[src/rtl/multiplier_sequencer.sv]
// Control FSM for the sequential shift-and-add multiplier datapath.
// Emits clear/load/add/shift strobes and a start/done handshake.
module multiplier_sequencer #(
    parameter int unsigned WORD_LENGTH = 8,
    parameter int unsigned CNT_WIDTH   = 4
) (
    input  logic                 clk,
    input  logic                 reset,
    input  logic                 start,
    input  logic                 abort,
    input  logic                 multiplier_lsb,
    output logic                 clear_regs,
    output logic                 load_operands,
    output logic                 add_en,
    output logic                 shift_en,
    output logic                 busy,
    output logic                 done,
    output logic [CNT_WIDTH-1:0] step_count
);

    typedef enum logic [2:0] {
        IDLE    = 3'd0,
        CLEAR   = 3'd1,
        LOAD    = 3'd2,
        COMPUTE = 3'd3,
        DONE    = 3'd4
    } state_e;

    localparam logic [CNT_WIDTH-1:0] LAST_STEP = CNT_WIDTH'(WORD_LENGTH - 1);

    state_e               state_q, state_d;
    logic [CNT_WIDTH-1:0] cnt_q, cnt_d;

    always_ff @(posedge clk or negedge reset) begin
        if (!reset) begin
            state_q <= IDLE;
            cnt_q   <= '0;
        end else begin
            state_q <= state_d;
            cnt_q   <= cnt_d;
        end
    end

    always_comb begin
        state_d       = state_q;
        cnt_d         = cnt_q;
        clear_regs    = 1'b0;
        load_operands = 1'b0;
        add_en        = 1'b0;
        shift_en      = 1'b0;
        busy          = 1'b0;
        done          = 1'b0;
        unique case (state_q)
            IDLE: begin
                if (start) state_d = CLEAR;
            end
            CLEAR: begin
                clear_regs = 1'b1;
                busy       = 1'b1;
                state_d    = abort ? IDLE : LOAD;
            end
            LOAD: begin
                load_operands = 1'b1;
                busy          = 1'b1;
                cnt_d         = '0;
                if (abort) begin
                    clear_regs = 1'b1;
                    state_d    = IDLE;
                end else begin
                    state_d = COMPUTE;
                end
            end
            COMPUTE: begin
                shift_en = 1'b1;
                busy     = 1'b1;
                add_en   = multiplier_lsb;
                // Abort outranks the final-step exit so no done escapes.
                if (abort) begin
                    clear_regs = 1'b1;
                    cnt_d      = '0;
                    state_d    = IDLE;
                end else if (cnt_q == LAST_STEP) begin
                    cnt_d   = '0;
                    state_d = DONE;
                end else begin
                    cnt_d = cnt_q + CNT_WIDTH'(1);
                end
            end
            DONE: begin
                done    = 1'b1;
                busy    = 1'b1;
                state_d = IDLE;
            end
            default: begin
                state_d = IDLE;
                cnt_d   = '0;
            end
        endcase
    end

    assign step_count = cnt_q;

endmodule

[config.mk]
export PLATFORM = sky130hd
export DESIGN_NAME = multiplier_sequencer
export DESIGN_NICKNAME = d
export VERILOG_FILES = /design/src/rtl/multiplier_sequencer.sv
export SDC_FILE = /design/constraint.sdc
export NUM_CORES = 1
export LEC_CHECK = 0
export ABC_AREA = 1
export BUFFER_PORTS_ARGS = -buffer_cell sky130_fd_sc_hd__buf_2
export CORE_AREA = 2 2 39 41
export CTS_CLUSTER_DIAMETER = 40
export CTS_CLUSTER_SIZE = 25
export DETAILED_ROUTE_END_ITERATION = 7
export DIE_AREA = 0 0 41 43
export PLACE_DENSITY = 0.59
export SYNTH_ARGS = -nofsm -noshare
export SYNTH_HDL_FRONTEND = slang
export SYNTH_SLANG_ARGS = --single-unit
[constraint.sdc]
create_clock -name clk -period 2.35 [get_ports clk]
set_input_delay 0.235 -clock clk [delete_from_list [all_inputs] [get_ports clk]]
set_output_delay 0.235 -clock clk [all_outputs]
set_load 0.01 [all_outputs]
Word-level counts from Yosys, hierarchy flattened:

Index checks and enable logic that the tools add are counted.

* muxes and demuxes: 16
* $add $sub $neg: 1
* equal/unequal tests: 7
* reductions and logical operators: 5

Operator list (count)
* 3-bit one-hot mux with 4 select lines: 1
* 3-bit two-way mux: 3
* 4-bit two-way mux: 2
* 4-bit one-hot mux with 2 select lines: 1
* 3-bit by 2-bit equality test with 1-bit output (second input constant): 2
* 1-bit two-way mux: 6
* 4-bit by 1-bit adder with 4-bit output (second input constant): 1
* 4-bit by 3-bit equality test with 1-bit output (second input constant): 1
* 2-bit two-way mux: 2
* 4-bit OR reduction: 1
* 3-bit by 1-bit equality test with 1-bit output (second input constant): 1
* 3-bit equality test (second input constant): 1
* 3-bit logical NOT: 1
* 3-bit != test (second input constant): 1
* 3-bit OR reduction: 1
* 2-bit != test (second input constant): 1
* 1-bit one-hot mux with 2 select lines: 1
* 2-bit AND reduction: 1
* 2-bit OR reduction: 1

* word-level logic and storage cells: 31
* output and inout bits: 10
* register bits: 7

Longest topological paths before layout:

* depth after elaboration: 4
* mapped depth: 7
* depth with buffers taken out: 6

Least setup slack after synthesis:

OpenSTA, ideal clock, no wires.

* path type: register -> output
* start point: register state_q[0]
* end point: output port busy
* stages on the path, launching flop included: 5
* data required time: 2115 ps
* slack: 1097 ps
* arrival: 1018 ps
* path buffers: 1
* cells stage by stage: dfrtp_1 > buf_4 > nor3_1 > nor2_1 > nand2_1

* longest elaborated chain between the ends: 3

Ends and longest elaborated chain
* from (decl): RTL line 31 `state_e state_q, state_d;`
* from (signal assigned): RTL line 39 `state_q <= state_d;`
* 3-bit by 2-bit equality test with 1-bit output (tied with other cells): RTL line 53 `unique case (state_q)`
* 4-bit OR reduction (no source line) *
* 1-bit two-way mux *: RTL line 53
* to (decl): RTL line 16 `output logic busy,`

Mark *: on every way between the ends. The rest lies on a longest branch, timed or not.

Final worst setup path:

* start point: register state_q[1]
* end point: output port clear_regs

* longest elaborated chain between the ends: 3

Ends and longest elaborated chain
* 3-bit by 2-bit equality test with 1-bit output: RTL line 53
* 2-bit OR reduction (no source line)
* 1-bit one-hot mux with 2 select lines *: RTL line 53
* to (decl): RTL line 12 `output logic clear_regs,`

Marks and branches as above.

==> insert_results.sql <==
INSERT INTO impl_metrics (metric_group, metric, value, unit) VALUES
('logic_synthesis', 'synth_enable_flop_cells', '0', ''),
('clocking', 'clockRootBuffer', 'sky130_fd_sc_hd__clkbuf_4', ''),
('sta', 'setup_repair_after_global_routing_missed_its_margin', 'no', ''),
('drt', 'drt-vias-per-instance', '4.78', ''),
('sta', 'whs', '226', 'ps'),
('final_layout', 'final_layout_size_suffix_gt1_share', '29.5', '%'),
('die', 'initial_core_utilization', '32.7', '%'),
('logic_synthesis', 'post_synth_top_cells', 'sky130_fd_sc_hd__inv_1, sky130_fd_sc_hd__nand2_1, sky130_fd_sc_hd__nand3_1, sky130_fd_sc_hd__dfrtp_1, sky130_fd_sc_hd__nor2_1', ''),
('setup_path', 'timing.rr.end', 'step_count[2]$_DFFE_PN0N_', ''),
('hold_path', 'worst_hold_path_type', 'input port to flop', ''),
('global_route', 'grtUsageTotal', '13.7', '%'),
('setup_path', 'ff2ff_setup_slack', '1150', 'ps'),
('power', 'total_power_density_per_cell_area', '948', 'nW/um2'),
('final_layout', 'nNetsFinal', '85', ''),
('clocking', 'cts_buffers', '3', ''),
('logic_synthesis', 'synth_top_area_share', '38.7', '%'),
('final_layout', 'syn2layout_area_growth', '26.2', '%'),
('logic_synthesis', 'synth_area_per_cell', '7.55', 'um2'),
('logic_synthesis', 'synth_top_flop_cell', 'sky130_fd_sc_hd__dfrtp_1', ''),
('global_route', 'grt_pass1_wl', '1600', 'um'),
('sta', 'worstMarginPinSlew', '317', 'ps'),
('power', 'power.leakage', '0.000327', 'uW'),
('logic_synthesis', 'post_synth_inst_count', '60', ''),
('placement', 'place_hpwl', '762', 'um'),
('die', 'die-width', '41', 'um'),
('clocking', 'cts_num_sinks', '7', ''),
('sta', 'slew_headroom', '78.9', '%'),
('sta', 'final.setup.tns', '0', 'ps'),
('die', 'core_outline_area', '1380', 'um2'),
('die', 'io_pins', '15', ''),
('final_layout', 'antenna_diode_count', '0', ''),
('sta', 'timing.final.crit_share', '65.2', '%'),
('setup_path', 'timing.rr.start', 'step_count[0]$_DFFE_PN0N_', ''),
('setup_path', 'cpPeakStageDelay', '450', 'ps'),
('final_layout', 'fillerInstances', '151', ''),
('drt', 'drc', '0', ''),
('drt', 'detailedRoute.firstPassIterationCount', '4', ''),
('setup_path', 'path_cells', 'inv_1 -> nor2_1 -> inv_1 -> o21ai_0 -> buf_2', ''),
('final_layout', 'register_area', '175', 'um2'),
('logic_synthesis', 'postSynthRegisterBits', '7', ''),
('sta', 'setup_viol', '0', ''),
('setup_path', 'worstPathMaxFanout', '6', ''),
('sta', 'clock-skew-final', '1.19', 'ps'),
('setup_path', 'critical_path_required', '2120', 'ps'),
('drt', 'routed-via-count', '449', ''),
('clocking', 'cts_resized', '0', ''),
('setup_path', 'worst_r2r_path_depth', '4', ''),
('die', 'die_area', '1760', 'um2'),
('final_layout', 'area_of_the_multi_input_gates', '225', 'um2'),
('setup_path', 'endpoint_kind', 'output pin', ''),
('sta', 'hold_viol', '0', ''),
('global_route', 'grt_start_max_net_pins', '9', ''),
('logic_synthesis', 'synthMostInstantiatedCell', 'sky130_fd_sc_hd__inv_1', ''),
('placement', 'port-buffer-count', '14', ''),
('clocking', 'htree_depth', '1', ''),
('drt', 'finalWirelength', '1000', 'um'),
('clocking', 'clkSlewWorstSetupHoldPaths', '50', 'ps'),
('logic_synthesis', 'synth.top_cells.by_area', 'sky130_fd_sc_hd__dfrtp_1, sky130_fd_sc_hd__inv_1, sky130_fd_sc_hd__nand3_1', ''),
('sta', 'report.final.slew_viol_count', '0', ''),
('global_route', 'global_route_congestion_overflow_total', '0', ''),
('drt', 'drt_iter0_drc', '4', ''),
('logic_synthesis', 'ys_warn_count', '0', ''),
('outcome', 'status', 'complete, no violations', ''),
('drt', 'ant_nets', '0', ''),
('hold_path', 'holdPathEnd', 'state_q[1]$_DFFE_PN0P_', ''),
('setup_path', 'critical_path.most_common_cell', 'sky130_fd_sc_hd__inv_1', ''),
('die', 'die_height', '43', 'um'),
('power', 'vdd_ir_drop_max', '0.384', 'mV'),
('run', 'maxCapViolations', '0', ''),
('global_route', 'antenna_violations_before_repair', '0', ''),
('hold_path', 'min-delay-start', 'abort', '');
==> worst max path at each step <==
stage,depth (start not counted),start,slack [ps],endpoint
6_report,5,state_q[1]$_DFFE_PN0P_,820,clear_regs
4_1_cts,5,state_q[1]$_DFFE_PN0P_,830,clear_regs
2_1_floorplan,4,state_q[0]$_DFFE_PN0P_,1100,busy
3_5_place_dp,5,state_q[1]$_DFFE_PN0P_,1100,clear_regs
5_1_grt,5,state_q[1]$_DFFE_PN0P_,700,clear_regs
3_3_place_gp,5,state_q[1]$_DFFE_PN0P_,1120,clear_regs
==> sequential cells by signal, summed over array words and instances (netlist names) <==
register	flops
state_q	3
step_count	4
==> area by class of cell <==
type                            instances  share of cell area, %
Sequential cell                         7                   30.6
Multi-Input combinational cell         40                   39.4
Tap cell                               16                   3.50
Clock buffer                            4                   4.60
Inverter                               12                   7.88
Timing Repair Buffer                   15                   14.0
==> cell families (layout without fill, tap and decap cells) <==
kind of cell / Yosys count / after routing / share of synthesized area, %
flip-flops: 7 / 7 / 38.7
adder cells (fa/ha/maj): 1 / 1 / 2.76
AND/OR/NAND/NOR: 32 / 32 / 37.3
AO/OA/AOI/OAI: 7 / 7 / 9.67
buffers and inverters: 13 / 31 / 11.6
==> placed cells by master (no fill, tap or decap) <==
cell type / count
sky130_fd_sc_hd__o211ai_1: 1
sky130_fd_sc_hd__nor2_4: 1
sky130_fd_sc_hd__o21bai_1: 1
sky130_fd_sc_hd__a21oi_1: 1
sky130_fd_sc_hd__dlygate4sd3_1: 1
sky130_fd_sc_hd__inv_1: 12
sky130_fd_sc_hd__dfrtp_1: 7
sky130_fd_sc_hd__nand2_1: 9
sky130_fd_sc_hd__nand3b_1: 1
sky130_fd_sc_hd__nand2_2: 2
sky130_fd_sc_hd__ha_1: 1
sky130_fd_sc_hd__nor3_1: 1
sky130_fd_sc_hd__clkbuf_1: 1
sky130_fd_sc_hd__nor2_1: 6
sky130_fd_sc_hd__clkbuf_4: 3
sky130_fd_sc_hd__nand3_4: 1
sky130_fd_sc_hd__nand3_1: 8
sky130_fd_sc_hd__or2_2: 1
sky130_fd_sc_hd__a21o_2: 1
sky130_fd_sc_hd__o21ai_0: 3
sky130_fd_sc_hd__nand4_1: 2
sky130_fd_sc_hd__buf_2: 14
==> worst max-delay path, delay by kind of cell, from the launching register on <==
| kind | cells | cell delay, ps |
|---|---|---|
| and+or+nand+nor | 1 | 170 |
| AOI/OAI and AO/OA | 1 | 130 |
| buffers and inverters | 3 | 300 |
| DFF | 1 | 450 |
==> stage by stage <==
| stage | power, uW | worst slack, ps | util [%] | area [um2] | cells |
|---|---|---|---|---|---|
| 6_report | 542 | 818 | 41.3 | 572 | 94 |
| 2_1_floorplan | 362 | 1100 | - | 453 | 60 |
| 4_1_cts | 547 | 830 | 41.3 | 572 | 94 |
| 3_5_place_dp | 433 | 1100 | 38.7 | 536 | 89 |
| 5_1_grt | 595 | 698 | 41.3 | 572 | 94 |
| 3_3_place_gp | 432 | 1120 | 38.7 | 536 | 89 |
==> where the power goes <==
group | switching (uW) | total, uW | internal [uW]
logic | 146 | 243 | 96.6
clock network | 45.6 | 110 | 64.9
registers | 42.0 | 189 | 147
total | 234 | 542 | 309
==> timing repair <==
action | CTS | global route
buffers inserted | 0 | 0
endpoints found under the hold margin | 7 | 0
hold buffers | 1 | 0
==> layer usage <==
metal | wire [um] | vias to the layer above | GRT usage (%)
met3 | 56 | 2 | 3.14
met1 | 478 | 205 | 17.5
met4 | 5 | 0 | 6.00
met5 | 0 | - | 0
li1 | - | 228 | -
met2 | 461 | 14 | 20.9
Power figures use the tool's default switching activity.
